[src/rtl/spi_regfile_pkg.sv]
// spi_regfile_pkg
// Shared definitions for the SPI register-file peripheral: the R/W bit
// encoding, the minimum m_clk:SCLK ratio the sampling scheme relies on,
// the frame-length helper and the frame-phase state type.
package spi_regfile_pkg;

  localparam logic RW_BIT_WRITE  = 1'b1;
  // Edge detection runs on synchronised copies of SCLK, so m_clk must see
  // each SCLK half-period for several cycles.
  localparam int   MIN_CLK_RATIO = 8;

  typedef enum logic [1:0] {
    IDLE,
    ADDR,
    WDATA,
    RDATA
  } phase_e;

  function automatic int frame_w(input int addr_w, input int data_w);
    return 1 + addr_w + data_w;
  endfunction

endpackage

[src/rtl/spi_regfile_periph_sync_chain.sv]
// sync_chain
// Multi-flop synchroniser for WIDTH independent asynchronous inputs.
// Ports:
//   clk    in  sampling clock
//   rst_n  in  synchronous active-low reset; loads RST_VAL into every stage
//   d      in  WIDTH  asynchronous inputs
//   q      out WIDTH  synchronised outputs (STAGES cycles of latency)
module sync_chain #(
  parameter int               WIDTH   = 1,
  parameter int               STAGES  = 2,
  parameter logic [WIDTH-1:0] RST_VAL = '0
) (
  input  logic             clk,
  input  logic             rst_n,
  input  logic [WIDTH-1:0] d,
  output logic [WIDTH-1:0] q
);

  logic [WIDTH-1:0] stage_q [STAGES];
  logic [WIDTH-1:0] stage_d [STAGES];

  always_comb begin
    stage_d[0] = d;
    for (int i = 1; i < STAGES; i++) begin
      stage_d[i] = stage_q[i-1];
    end
  end

  always_ff @(posedge clk) begin
    if (!rst_n) begin
      for (int i = 0; i < STAGES; i++) begin
        stage_q[i] <= RST_VAL;
      end
    end else begin
      for (int i = 0; i < STAGES; i++) begin
        stage_q[i] <= stage_d[i];
      end
    end
  end

  assign q = stage_q[STAGES-1];

endmodule

[src/rtl/spi_regfile_periph.sv]
// spi_regfile_periph
// SPI mode-0 peripheral giving a host write and read access to NUM_REGS
// registers of DATA_W bits. Frame: R/W bit (1 = write), ADDR_W address
// bits, DATA_W data bits, MSB first. All logic runs on m_clk; SPI pins are
// synchronised internally.
// Ports:
//   m_clk      in   system clock (>= 8x SCLK)
//   rst_n      in   synchronous active-low reset
//   sclk       in   SPI clock (asynchronous)
//   copi       in   controller-out data (asynchronous)
//   cs_n       in   chip select, active-low (asynchronous)
//   cipo       out  controller-in data
//   cipo_oe    out  pad output enable for cipo
//   regs       out  register bank, reg k at [k*DATA_W +: DATA_W]
//   wr_stb     out  one-cycle pulse when a write commits
//   wr_addr    out  address of the last committed write
//   frame_err  out  one-cycle pulse when a malformed frame ends
module spi_regfile_periph
  import spi_regfile_pkg::*;
#(
  parameter int NUM_REGS    = 5,
  parameter int DATA_W      = 8,
  parameter int ADDR_W      = 7,
  parameter int SYNC_STAGES = 2
) (
  input  logic                       m_clk,
  input  logic                       rst_n,
  input  logic                       sclk,
  input  logic                       copi,
  input  logic                       cs_n,
  output logic                       cipo,
  output logic                       cipo_oe,
  output logic [NUM_REGS*DATA_W-1:0] regs,
  output logic                       wr_stb,
  output logic [ADDR_W-1:0]          wr_addr,
  output logic                       frame_err
);

  localparam int FRAME_W = frame_w(ADDR_W, DATA_W);
  localparam int HDR_W   = 1 + ADDR_W;
  localparam int CNT_W   = $clog2(FRAME_W + 1);
  localparam int FILL_W  = $clog2(SYNC_STAGES + 1);

  localparam logic [CNT_W-1:0]  CNT_FRAME = CNT_W'(FRAME_W);
  localparam logic [CNT_W-1:0]  CNT_HDR   = CNT_W'(HDR_W);
  localparam logic [FILL_W-1:0] FILL_DONE = FILL_W'(SYNC_STAGES);

  // Idle pattern {sclk, cs_n, copi} = {0, 1, 0}
  logic [2:0] pins_s;
  logic       sclk_s, cs_n_s, copi_s;

  sync_chain #(
    .WIDTH  (3),
    .STAGES (SYNC_STAGES),
    .RST_VAL(3'b010)
  ) u_sync (
    .clk  (m_clk),
    .rst_n(rst_n),
    .d    ({sclk, cs_n, copi}),
    .q    (pins_s)
  );

  assign {sclk_s, cs_n_s, copi_s} = pins_s;

  logic                       sclk_dly_q, sclk_dly_d;
  logic                       cs_n_dly_q, cs_n_dly_d;
  phase_e                     phase_q, phase_d;
  logic [CNT_W-1:0]           bit_cnt_q, bit_cnt_d;
  logic [FRAME_W-1:0]         shreg_q, shreg_d;
  logic                       overrun_q, overrun_d;
  logic [DATA_W-1:0]          out_sh_q, out_sh_d;
  logic [FILL_W-1:0]          fill_q, fill_d;
  logic                       armed_q, armed_d;
  logic [NUM_REGS*DATA_W-1:0] regs_q, regs_d;
  logic                       wr_stb_q, wr_stb_d;
  logic [ADDR_W-1:0]          wr_addr_q, wr_addr_d;
  logic                       frame_err_q, frame_err_d;
  logic                       cipo_q, cipo_d;
  logic                       cipo_oe_q, cipo_oe_d;

  logic              sclk_rise, sclk_fall, cs_rise, cs_fall;
  logic              rx_rw;
  logic [ADDR_W-1:0] rx_addr, hdr_addr;
  logic [DATA_W-1:0] rx_data;

  assign sclk_rise = sclk_s & ~sclk_dly_q;
  assign sclk_fall = ~sclk_s & sclk_dly_q;
  assign cs_fall   = ~cs_n_s & cs_n_dly_q;
  assign cs_rise   = cs_n_s & ~cs_n_dly_q;

  // Fields of a complete frame, and the address while only the header is in
  assign rx_rw    = shreg_q[FRAME_W-1];
  assign rx_addr  = shreg_q[DATA_W +: ADDR_W];
  assign rx_data  = shreg_q[DATA_W-1:0];
  assign hdr_addr = shreg_q[ADDR_W-1:0];

  function automatic logic addr_in_range(input logic [ADDR_W-1:0] a);
    return {1'b0, a} < (ADDR_W+1)'(NUM_REGS);
  endfunction

  function automatic logic [DATA_W-1:0] reg_at(input logic [NUM_REGS*DATA_W-1:0] bank,
                                               input logic [ADDR_W-1:0]          a);
    logic [DATA_W-1:0] val;
    val = '0;
    for (int k = 0; k < NUM_REGS; k++) begin
      if (a == ADDR_W'(k)) val = bank[k*DATA_W +: DATA_W];
    end
    return val;
  endfunction

  always_comb begin
    sclk_dly_d  = sclk_s;
    cs_n_dly_d  = cs_n_s;
    phase_d     = phase_q;
    bit_cnt_d   = bit_cnt_q;
    shreg_d     = shreg_q;
    overrun_d   = overrun_q;
    out_sh_d    = out_sh_q;
    regs_d      = regs_q;
    wr_stb_d    = 1'b0;
    wr_addr_d   = wr_addr_q;
    frame_err_d = 1'b0;
    cipo_d      = cipo_q;
    cipo_oe_d   = cipo_oe_q;

    // After reset the synchroniser shows its idle pattern until it has
    // flushed. A host already mid-frame then looks like a fresh cs_n fall;
    // frames are only accepted once cs_n has been genuinely seen high, so
    // the tail of an interrupted frame is dropped silently.
    fill_d  = (fill_q == FILL_DONE) ? fill_q : fill_q + FILL_W'(1);
    armed_d = armed_q | ((fill_q == FILL_DONE) & cs_n_s);

    // cs_n edges take priority; any sclk edge in the same cycle is dropped
    if (cs_fall || cs_rise) begin
      if (cs_fall && armed_q) begin
        phase_d   = ADDR;
        bit_cnt_d = '0;
        shreg_d   = '0;
        overrun_d = 1'b0;
        cipo_d    = 1'b0;
        cipo_oe_d = 1'b0;
      end
      if (cs_rise) begin
        phase_d   = IDLE;
        bit_cnt_d = '0;
        cipo_d    = 1'b0;
        cipo_oe_d = 1'b0;
        if (bit_cnt_q != '0) begin
          if (bit_cnt_q != CNT_FRAME || overrun_q) begin
            frame_err_d = 1'b1;
          end else if (rx_rw == RW_BIT_WRITE && addr_in_range(rx_addr)) begin
            for (int k = 0; k < NUM_REGS; k++) begin
              if (rx_addr == ADDR_W'(k)) regs_d[k*DATA_W +: DATA_W] = rx_data;
            end
            wr_stb_d  = 1'b1;
            wr_addr_d = rx_addr;
          end
        end
      end
    end else if (phase_q != IDLE) begin
      if (sclk_rise) begin
        if (bit_cnt_q < CNT_FRAME) begin
          shreg_d   = {shreg_q[FRAME_W-2:0], copi_s};
          bit_cnt_d = bit_cnt_q + CNT_W'(1);
          if (bit_cnt_d == CNT_HDR) begin
            phase_d = (shreg_d[ADDR_W] == RW_BIT_WRITE) ? WDATA : RDATA;
          end
        end else begin
          overrun_d = 1'b1;
        end
      end else if (sclk_fall && phase_q == RDATA) begin
        // Snapshot on the first data-phase fall so the whole read is coherent
        if (bit_cnt_q == CNT_HDR) begin
          out_sh_d  = reg_at(regs_q, hdr_addr);
          cipo_d    = out_sh_d[DATA_W-1];
          cipo_oe_d = 1'b1;
        end else if (bit_cnt_q < CNT_FRAME) begin
          out_sh_d = out_sh_q << 1;
          cipo_d   = out_sh_d[DATA_W-1];
        end else begin
          cipo_d = 1'b0;
        end
      end
    end
  end

  always_ff @(posedge m_clk) begin
    if (!rst_n) begin
      sclk_dly_q  <= 1'b0;
      cs_n_dly_q  <= 1'b1;
      phase_q     <= IDLE;
      bit_cnt_q   <= '0;
      shreg_q     <= '0;
      overrun_q   <= 1'b0;
      out_sh_q    <= '0;
      fill_q      <= '0;
      armed_q     <= 1'b0;
      regs_q      <= '0;
      wr_stb_q    <= 1'b0;
      wr_addr_q   <= '0;
      frame_err_q <= 1'b0;
      cipo_q      <= 1'b0;
      cipo_oe_q   <= 1'b0;
    end else begin
      sclk_dly_q  <= sclk_dly_d;
      cs_n_dly_q  <= cs_n_dly_d;
      phase_q     <= phase_d;
      bit_cnt_q   <= bit_cnt_d;
      shreg_q     <= shreg_d;
      overrun_q   <= overrun_d;
      out_sh_q    <= out_sh_d;
      fill_q      <= fill_d;
      armed_q     <= armed_d;
      regs_q      <= regs_d;
      wr_stb_q    <= wr_stb_d;
      wr_addr_q   <= wr_addr_d;
      frame_err_q <= frame_err_d;
      cipo_q      <= cipo_d;
      cipo_oe_q   <= cipo_oe_d;
    end
  end

  assign regs      = regs_q;
  assign wr_stb    = wr_stb_q;
  assign wr_addr   = wr_addr_q;
  assign frame_err = frame_err_q;
  assign cipo      = cipo_q;
  assign cipo_oe   = cipo_oe_q;

endmodule
[config.mk]
export PLATFORM = sky130hd
export DESIGN_NAME = spi_regfile_periph
export DESIGN_NICKNAME = d
export VERILOG_FILES = /design/src/rtl/spi_regfile_pkg.sv /design/src/rtl/spi_regfile_periph_sync_chain.sv /design/src/rtl/spi_regfile_periph.sv
export SDC_FILE = /design/constraint.sdc
export NUM_CORES = 1
export LEC_CHECK = 0
export BUFFER_PORTS_ARGS = -buffer_cell sky130_fd_sc_hd__buf_2
export CAP_MARGIN = 0
export CORE_AREA = 2 2 90 92
export DETAILED_ROUTE_END_ITERATION = 16
export DIE_AREA = 0 0 92 94
export GPL_TIMING_DRIVEN = 0
export HOLD_SLACK_MARGIN = 0.08
export PLACE_DENSITY_LB_ADDON = 0.08
export SYNTH_ARGS = -nofsm -noshare
export SYNTH_HDL_FRONTEND = slang
export SYNTH_SLANG_ARGS = --single-unit
[constraint.sdc]
create_clock -name m_clk -period 6 [get_ports m_clk]
set_clock_uncertainty 0.2 [all_clocks]
set_input_delay 0 -clock m_clk [delete_from_list [all_inputs] [get_ports m_clk]]
set_output_delay 0 -clock m_clk [all_outputs]
set_load 0.01 [all_outputs]
==> results.json, run 1 <==
{
  "syn_to_final_growth_pct": 16.2,
  "antenna-diode-count": 0,
  "insertion_delay_ns": 0.36,
  "synth_area_sq_um": 4120,
  "slowest_stage": "dfxtp_1",
  "cts_hold_buf": 4,
  "vdd_drop_max_uv": 121,
  "synth_warnings": 0,
  "grt_pass1_vias": 3251,
  "timing.hold.ws_ns": 0.148,
  "dieArea_sq_um": 8650,
  "avgSynthCellArea_sq_um": 9.70,
  "utilization_pct": 63.0,
  "place_area_sq_um": 4520,
  "drt-total-wl_um": 10100,
  "grt_overflow": 0,
  "max_stage_delay_ns": 0.36,
  "cts.clk_slew.worst_paths_ns": 0.09,
  "ctsLongestPathBuffers": 2,
  "grt_use_total_pct": 24.5,
  "synthArstFlopShare_pct": 0,
  "rsz0062_at_grt": "false",
  "nets": 506,
  "cts_tree": "yes",
  "drv_cap": 0,
  "synth-edff-count": 0,
  "finalSetupViolCount": 0,
  "worstPathMaxFanout": 10,
  "drtPass1Iterations": 5,
  "regToRegSetupSlack_ns": 3.51,
  "slew_violations": 0,
  "worstHoldPathCells": 3,
  "power.total_mw": 1.16,
  "finalCritPeriodShare_pct": 41.5,
  "hold_viol": 0,
  "postSynthCellCount": 425,
  "ioPinCount": 56,
  "syn_nets": 436,
  "cts_sinks": 93,
  "hold_path_end": "u_sync.stage_q[0][1]",
  "startpoint_type": "flip-flop",
  "p_per_area_nw_per_um2": 241,
  "outcome": "finished, final reports clean",
  "design_area_sq_um": 4790,
  "ant_nets": 0,
  "synth-seq-cells": 93,
  "most-common-layout-cells": "dfxtp_1 (93), nand2_1 (73), buf_2 (62)",
  "worstHoldStart": "cs_n",
  "path_class": "reg2reg",
  "hold_path.class": "in2reg",
  "viasPerCell": 5.72,
  "wl_per_cell_um": 16.8,
  "grt_pass1_wl_um": 16700,
  "grt_max_degree": 16,
  "gp_congestion": 0.847,
  "r2r-end": "regs[33]",
  "layout-drive-gt1-share_pct": 19.0,
  "fin_crit_ns": 2.49,
  "fp.dieW_um": 92,
  "reg2regPathDepth": 8,
  "fin_ws_ns": 3.51,
  "rows": 32,
  "root_buffer": "clkbuf_8",
  "drc_errors": 0,
  "die_height_um": 94,
  "ctsResizeCount": 0,
  "synthFlopType": "dfxtp_1",
  "fin_setup_tns_ns": 0,
  "r2r-start": "u_sync.stage_q[0][4]",
  "max_clock_freq_mhz": 401,
  "cp_top_family": "simple AND/OR/NAND/NOR gates",
  "worstMarginPinSlew_ns": 0.648,
  "htreeDepth": 3,
  "numCtsBuffers": 9,
  "maxSlewHeadroom_pct": 56.8,
  "antenna_found_initial": 0,
  "post_cts_buffers": 0,
  "core_area_sq_um": 7610,
  "crit_required_ns": 6.09,
  "leakage_nw": 1.87,
  "cp_cell_sequence": "inv_1, ha_1, buf_2, and2b_1, nand4_1, nor4b_2, buf_4, mux2i_1",
  "pre_cts_ws_ns": 3.56,
  "hpwl_um": 7270,
  "cp.arrival_ns": 2.58,
  "critPathBufInv": 3,
  "drt_iter0_markers": 197,
  "synth_cell_types": 54,
  "start_util_pct": 54.2,
  "yosysSeqAreaShare_pct": 45.2,
  "placed_cells": 582,
  "fin_cells": 602,
  "worstSetupEndpointType": "flip-flop",
  "mostFrequentLayoutCell": "dfxtp_1",
  "portBuffers": 55,
  "vias": 3441
}
==> power by group <==
| group | internal, mW | switching, mW | leakage (nW) |
|---|---|---|---|
| Sequential | 0.627 | 0.00636 | 0.751 |
| Combinational | 0.0231 | 0.0310 | 1.01 |
| Clock | 0.247 | 0.221 | 0.106 |
==> layer usage <==
metal / share of wire [%] / track usage (%) / vias up / wire length [um]
met5: 0 / 0 / - / 0
met4: 2.2 / 9.83 / 0 / 221
met3: 5.5 / 3.93 / 19 / 559
met2: 45 / 38.8 / 103 / 4560
met1: 47 / 33.6 / 1669 / 4750
li1: - / - / 1650 / -
==> cell families (layout without fill, tap and decap cells) <==
logic type / after synthesis / in the layout / synth area share (%)
adders and majority gates: 6 / 6 / 1.82
muxes: 53 / 53 / 13.2
buffers and inverters: 35 / 110 / 3.76
xor gates and xnor gates: 1 / 1 / 0.213
and+or+nand+nor: 169 / 169 / 23.3
DFF: 93 / 93 / 45.2
AOI/OAI and AO/OA: 68 / 68 / 12.5
==> synth_stat cells (all sizes together), types with 3 or more instances <==
cell,n,share of area [%]
nand3,5,0.61
inv,7,0.64
ha,6,1.8
a31oi,6,1.1
a221oi,5,1.1
mux2i,51,12
dfxtp,93,45
nand2b,6,0.91
a22oi,22,4.0
o32ai,6,1.3
nand4,4,0.76
clkbuf,17,1.5
nor3b,6,1.4
a21oi,4,0.49
nor4b,3,1.3
o221ai,6,1.3
buf,11,1.6
o21ai,6,0.73
and3,5,0.76
nor2,14,1.5
and3b,3,0.64
and2,11,1.7
nand2,73,6.6
nor2b,24,3.6
==> worst min-delay path: cells and delay by family <==
| family | cells | cell delay, ns |
|---|---|---|
| buffers and inverters | 2 | 0.60 |
| and+or+nand+nor | 1 | 0.08 |
==> layout make-up <==
type	count	area, sq um
Tap cell	102	128
Clock buffer	11	141
Fill cell	687	2820
Multi-Input combinational cell	297	2100
Inverter	7	26.3
Sequential cell	93	1860
Timing Repair Buffer	59	315
Clock inverter	5	83.8
Buffer	28	129
==> registers in the layout, summed over array words and instances, names as in the netlist <==
register,count
cs_n_dly_q,1
wr_stb,1
fill_q,2
frame_err,1
bit_cnt_q,5
wr_addr,7
armed_q,1
shreg_q,16
cipo,1
out_sh_q,7
phase_q,2
cipo_oe,1
sclk_dly_q,1
regs,40
overrun_q,1
u_sync.stage_q,6
==> worst max path at each step <==
stage,startpoint,endpoint,slack (ns),depth (start not counted)
after global routing,u_sync.stage_q[0][4],regs[33],3.25,8
after CTS,u_sync.stage_q[0][4],regs[16],3.53,8
after global placement,u_sync.stage_q[0][4],regs[0],3.62,7
after floorplan,u_sync.stage_q[0][4],regs[33],3.88,8
after detailed placement,u_sync.stage_q[0][4],regs[33],3.56,8
final,u_sync.stage_q[0][4],regs[33],3.51,8
No activity file was read; power rests on OpenSTA's default activity.
==> inputs of run 2 (changes only) <==
==> constraint.sdc (replaced) <==
create_clock -name m_clk -period 2.5 [get_ports m_clk]
set_clock_uncertainty 0.2 [all_clocks]
set_input_delay 0 -clock m_clk [delete_from_list [all_inputs] [get_ports m_clk]]
set_output_delay 0 -clock m_clk [all_outputs]
set_load 0.01 [all_outputs]
==> results.json, run 2 (synthesis results as in run 1) <==
{
  "finalSetupViolCount": 0,
  "drtPass1Iterations": 4,
  "place_area_sq_um": 4520,
  "p_per_area_nw_per_um2": 573,
  "insertion_delay_ns": 0.36,
  "most-common-layout-cells": "dfxtp_1 (92), nand2_1 (73), buf_2 (62)",
  "r2r-start": "u_sync.stage_q[0][4]",
  "worstMarginPinSlew_ns": 0.645,
  "portBuffers": 55,
  "worstSetupEndpointType": "flip-flop",
  "grt_max_degree": 16,
  "worstHoldPathCells": 3,
  "dieArea_sq_um": 8650,
  "worstHoldStart": "cs_n",
  "r2r-end": "regs[37]",
  "core_area_sq_um": 7610,
  "design_area_sq_um": 4840,
  "power.total_mw": 2.77,
  "vdd_drop_max_uv": 290,
  "layout-drive-gt1-share_pct": 20.1,
  "drc_errors": 0,
  "reg2regPathDepth": 7,
  "cp.arrival_ns": 2.46,
  "grt_pass1_vias": 3251,
  "ant_nets": 0,
  "ioPinCount": 56,
  "die_height_um": 94,
  "mostFrequentLayoutCell": "dfxtp_1",
  "vias": 3418,
  "largest_register_ffs": 40,
  "drv_cap": 0,
  "syn_to_final_growth_pct": 17.4,
  "numCtsBuffers": 9,
  "max_clock_freq_mhz": 423,
  "worstPathMaxFanout": 10,
  "crit_required_ns": 2.59,
  "wl_per_cell_um": 16.8,
  "path_class": "reg2reg",
  "gp_congestion": 0.847,
  "viasPerCell": 5.66,
  "startpoint_type": "flip-flop",
  "finalCritPeriodShare_pct": 94.6,
  "hpwl_um": 7270,
  "htreeDepth": 3,
  "fp.dieW_um": 92,
  "regToRegSetupSlack_ns": 0.13,
  "nets": 508,
  "leakage_nw": 1.88,
  "drt-total-wl_um": 10100,
  "antenna_found_initial": 0,
  "fillCellCount": 679,
  "ctsLongestPathBuffers": 2,
  "maxSlewHeadroom_pct": 57.0,
  "start_util_pct": 54.2,
  "antenna-diode-count": 0,
  "cts_sinks": 93,
  "slew_violations": 0,
  "fin_setup_tns_ns": 0,
  "fin_crit_ns": 2.37,
  "grt_pass1_wl_um": 16700,
  "cts_tree": "yes",
  "grt_overflow": 0,
  "grt_use_total_pct": 24.5,
  "rows": 32,
  "hold_viol": 0,
  "outcome": "finished, final reports clean",
  "root_buffer": "clkbuf_8",
  "drt_iter0_markers": 180,
  "hold_path.class": "in2reg",
  "hold_path_end": "u_sync.stage_q[0][1]",
  "cts.clk_slew.worst_paths_ns": 0.09
}
==> run 2: cell count changes in the layout (fill, tap and decap cells not counted) <==
cell	before	now
buf_12	0	1
nor3b_2	0	1
and2b_2	0	1
nor3b_1	5	4
ha_2	0	1
dfxtp_1	93	92
and2b_1	2	1
dfxtp_2	0	1
nor4b_2	2	1
nor4b_4	1	2
ha_1	6	5
buf_6	0	1
==> run 2: cell type report <==
class                      count  area [sq um]  share of cell area, %
buffer                        27           128                   2.64
clock buffer                  11           141                   2.92
clock inverter                 5          83.8                   1.73
inverter                       7          26.3                  0.543
multi-input combinational    297          2120                   43.8
sequential                    93          1860                   38.5
tap                          102           128                   2.64
timing repair buffer          62           348                   7.19
==> run 2: where the power goes <==
| part | internal [mW] | switching [mW] | total [mW] |
|---|---|---|---|
| combinational | 0.0558 | 0.0742 | 0.130 |
| sequential | 1.51 | 0.0154 | 1.52 |
| clock | 0.593 | 0.532 | 1.12 |
==> run 2: how the worst max path moves through the flow <==
stage	from	endpoint	slack, ns	cells past startpoint
after floorplan	u_sync.stage_q[0][4]	regs[33]	0.38	8
after global placement	u_sync.stage_q[0][4]	regs[0]	0.12	7
after detailed placement	u_sync.stage_q[0][4]	regs[33]	0.06	8
after CTS	u_sync.stage_q[0][4]	regs[16]	0.03	8
after global routing	u_sync.stage_q[0][4]	regs[39]	-0.02	7
final	u_sync.stage_q[0][4]	regs[37]	0.13	7
==> run 2: per-layer routing <==
metal | track usage (%) | vias to the layer above | share of wire (%)
met1 | 33.6 | 1659 | 48
met2 | 38.8 | 88 | 46
met5 | 0 | - | 0
met4 | 9.83 | 0 | 1.9
met3 | 3.93 | 15 | 5.0
li1 | - | 1656 | -
==> run 2: what timing repair did <==
action / in CTS / in global routing
hold buffers: 4 / 0
buffers inserted: 0 / 2
endpoints found under the hold margin: 25 / 0
setup endpoints to repair: 0 / 34
resized for setup: 0 / 8
==> run 2: worst max-delay path: stages (launching register included) <==
cell,delay (ns)
dfxtp_2,0.33
inv_1,0.09
ha_2,0.34
and2b_2,0.29
nand4_1,0.21
nor4b_4,0.36
buf_2,0.28
mux2i_1,0.20
==> run 2: per-stage QoR <==
step | setup slack (ns) | hold WS (ns) | util (%) | std cells
2_1_floorplan | 0.379 | -0.0985 | - | 425
6_report | 0.134 | 0.149 | 63.6 | 604
3_5_place_dp | 0.0593 | -0.0133 | 59.5 | 582
3_3_place_gp | 0.119 | -0.0183 | 59.5 | 582
4_1_cts | 0.0303 | 0.146 | 63.0 | 602
5_1_grt | -0.0224 | 0.183 | 63.6 | 604
==> inputs of run 3 (changes only) <==
--- a/config.mk
+++ b/config.mk
@@ -5,11 +5,13 @@
 export SDC_FILE = /design/constraint.sdc
 export NUM_CORES = 1
 export LEC_CHECK = 0
+export ABC_AREA = 1
 export BUFFER_PORTS_ARGS = -buffer_cell sky130_fd_sc_hd__buf_2
 export CAP_MARGIN = 0
-export CORE_AREA = 2 2 90 92
+export CORE_AREA = 2 2 88 90
+export CTS_BUF_LIST = sky130_fd_sc_hd__clkbuf_16
 export DETAILED_ROUTE_END_ITERATION = 16
-export DIE_AREA = 0 0 92 94
+export DIE_AREA = 0 0 90 92
 export GPL_TIMING_DRIVEN = 0
 export HOLD_SLACK_MARGIN = 0.08
 export PLACE_DENSITY_LB_ADDON = 0.08
==> results.json, run 3 <==
{
  "cts_sinks": 93,
  "hpwl_um": 7990,
  "layout-drive-gt1-share_pct": 14.7,
  "power.switching_mw": 0.630,
  "drc_errors": 0,
  "synth-edff-count": 0,
  "drt_iter0_markers": 312,
  "hold_viol": 0,
  "ioPinCount": 56,
  "regToRegSetupSlack_ns": 0.20,
  "synth_area_sq_um": 4120,
  "synthArstFlopShare_pct": 0,
  "ant_nets": 0,
  "portBuffers": 54,
  "postSynthCellCount": 589,
  "clkPwrFrac_pct": 46.1,
  "start_util_pct": 55.3,
  "mostFrequentLayoutCell": "nand2_1",
  "vias": 3942,
  "maxSlewHeadroom_pct": 62.6,
  "drt-total-wl_um": 11000,
  "place_area_sq_um": 4520,
  "antenna-diode-count": 0,
  "nets": 669,
  "grt_use_total_pct": 26.7,
  "drv_cap": 0,
  "htreeDepth": 3,
  "die_height_um": 92,
  "synth_warnings": 0,
  "post-synth-top-area-cell": "dfxtp_1",
  "fin_setup_tns_ns": 0,
  "antenna_found_initial": 0,
  "worstSetupEndpointType": "flip-flop",
  "fin_ws_ns": 0.201,
  "cts.clk_slew.worst_paths_ns": 0.06,
  "finalSetupViolCount": 0,
  "syn_nets": 600,
  "drtPass1Iterations": 6,
  "wl_per_cell_um": 14.4,
  "synth_top_area_share_pct": 45.2,
  "leakage_nw": 2.47,
  "seq_area_sq_um": 1860,
  "syn_to_final_growth_pct": 18.5,
  "multiInputGateArea_sq_um": 1890,
  "p_sw_share_pct": 20.8,
  "p_int_mw": 2.39,
  "numCtsBuffers": 9,
  "fp.dieW_um": 90,
  "worstMarginPinSlew_ns": 0.562,
  "grt_pass1_wl_um": 17500,
  "viasPerCell": 5.17,
  "max_clock_freq_mhz": 435,
  "grt_use_met2_pct": 45.4,
  "finalCritPeriodShare_pct": 91.9,
  "grt_pass1_vias": 3570,
  "hold_path.class": "in2reg",
  "synth_cell_types": 31,
  "p_per_area_nw_per_um2": 620,
  "avgSynthCellArea_sq_um": 6.99,
  "grt_overflow": 0,
  "path_class": "reg2reg",
  "crit_required_ns": 2.56,
  "comb_power_share_pct": 3.7,
  "startpoint_type": "flip-flop",
  "grtUsageMet3_pct": 3.37,
  "top_usage_layer": "met2",
  "pwr-share-seq_pct": 50.1,
  "root_buffer": "clkbuf_16",
  "pre_cts_ws_ns": 0.106,
  "worstPathMaxFanout": 10,
  "largest_register_ffs": 40,
  "gp_congestion": 0.906,
  "rsz0062_at_grt": "false",
  "utilization_pct": 65.5,
  "slew_violations": 0,
  "most-common-layout-cells": "nand2_1 (141), dfxtp_1 (92), nor2_1 (80)",
  "synthFlopType": "dfxtp_1",
  "yosysSeqAreaShare_pct": 45.2,
  "fillCellCount": 691,
  "fin_crit_ns": 2.30,
  "synthTopCellsByArea": "dfxtp_1 (45%), nand2_1 (13%), nor2_1 (7.3%)",
  "rows": 32,
  "synth-seq-cells": 93,
  "dieArea_sq_um": 8280,
  "cp.arrival_ns": 2.36,
  "vdd_drop_max_uv": 418,
  "grt_max_degree": 14,
  "synth_common_cells": "nand2_1 (141), dfxtp_1 (93), nor2_1 (80)",
  "insertion_delay_ns": 0.33,
  "cts_tree": "yes",
  "synth.most_common_cell": "nand2_1",
  "ctsLongestPathBuffers": 2,
  "core_area_sq_um": 7450,
  "outcome": "finished, final reports clean",
  "design_area_sq_um": 4880,
  "use_met1_pct": 34.1
}
-- run 3: cell count changes in the layout (fill, tap and decap cells not counted), moves of 10 or more --
cell / before / now
a22oi_1: 22 / 0
nor2_1: 13 / 80
and2_1: 11 / 0
nand2_1: 73 / 141
o21ai_0: 6 / 36
a21oi_1: 4 / 58
mux2i_1: 51 / 0
nor2b_1: 24 / 0
inv_1: 7 / 65
nand3_1: 5 / 50
clkbuf_8: 10 / 0
-- run 3: stage by stage --
step / std cells / power [mW] / hold WS (ns)
CTS: 762 / 3.03 / 0.188
detailed placement: 745 / 1.66 / -0.0124
finish: 762 / 3.02 / 0.189
global route: 762 / 3.10 / 0.193
global placement: 745 / 1.65 / -0.0170
floorplan: 589 / 1.63 / -0.102
-- run 3: critical path, cell delays in order, from the launching register on --
cell and delay [ns]:
dfxtp_2 0.34, inv_1 0.07, ha_1 0.29, buf_2 0.19
inv_4 0.09, nand2_1 0.09, nor2_1 0.13, nand2_1 0.10
buf_6 0.17, nor2_4 0.16, buf_6 0.15, o21ai_0 0.09
a21oi_1 0.15
-- run 3: timing repair --
action | 4_1_cts | 5_1_grt
buffers inserted | 0 | 1
endpoints found under the hold margin | 5 | 0
endpoints found under the setup margin | 0 | 39
gates resized for setup | 0 | 7
hold buffers | 4 | 0
-- run 3: worst paths after layout --
path	start	endpoint	cells after the start
hold reg to reg	u_sync.stage_q[0][0]	u_sync.stage_q[0][3]	2
setup / recovery	u_sync.stage_q[0][4]	regs[37]	12
hold / removal	cs_n	u_sync.stage_q[0][1]	3
setup reg to reg	u_sync.stage_q[0][4]	regs[37]	12
-- run 3: power by group through the flow --
stage / Clock (mW) / Combinational, mW / Sequential, mW
floorplan: 0 / 0.0790 / 1.55
global placement: 0 / 0.101 / 1.55
detailed placement: 0 / 0.108 / 1.55
CTS: 1.40 / 0.114 / 1.52
global route: 1.45 / 0.131 / 1.52
finish: 1.40 / 0.113 / 1.52
-- run 3: cell type report --
cell class / count / area share [%]
clock buffer: 9 / 4.61
tap: 102 / 2.61
sequential: 93 / 38.2
inverter: 67 / 5.20
multi-input combinational: 403 / 38.7
timing repair buffer: 59 / 6.51
buffer: 25 / 2.77
clock inverter: 4 / 1.38
-- run 3: metal layers --
layer	wire [um]	up-vias
met2	5180	123
li1	-	2007
met1	4920	1787
met3	567	25
met4	324	0
met5	0	-
-- run 3: cells by family (layout without fill, tap and decap cells) --
family	Yosys count	after routing	synth area share, %
flops	93	93	45.2
buf+inv	93	164	9.36
simple gates	293	293	30.3
compound gates	103	103	13.1
xor+xnor	1	1	0.213
fa+ha+maj	6	6	1.82
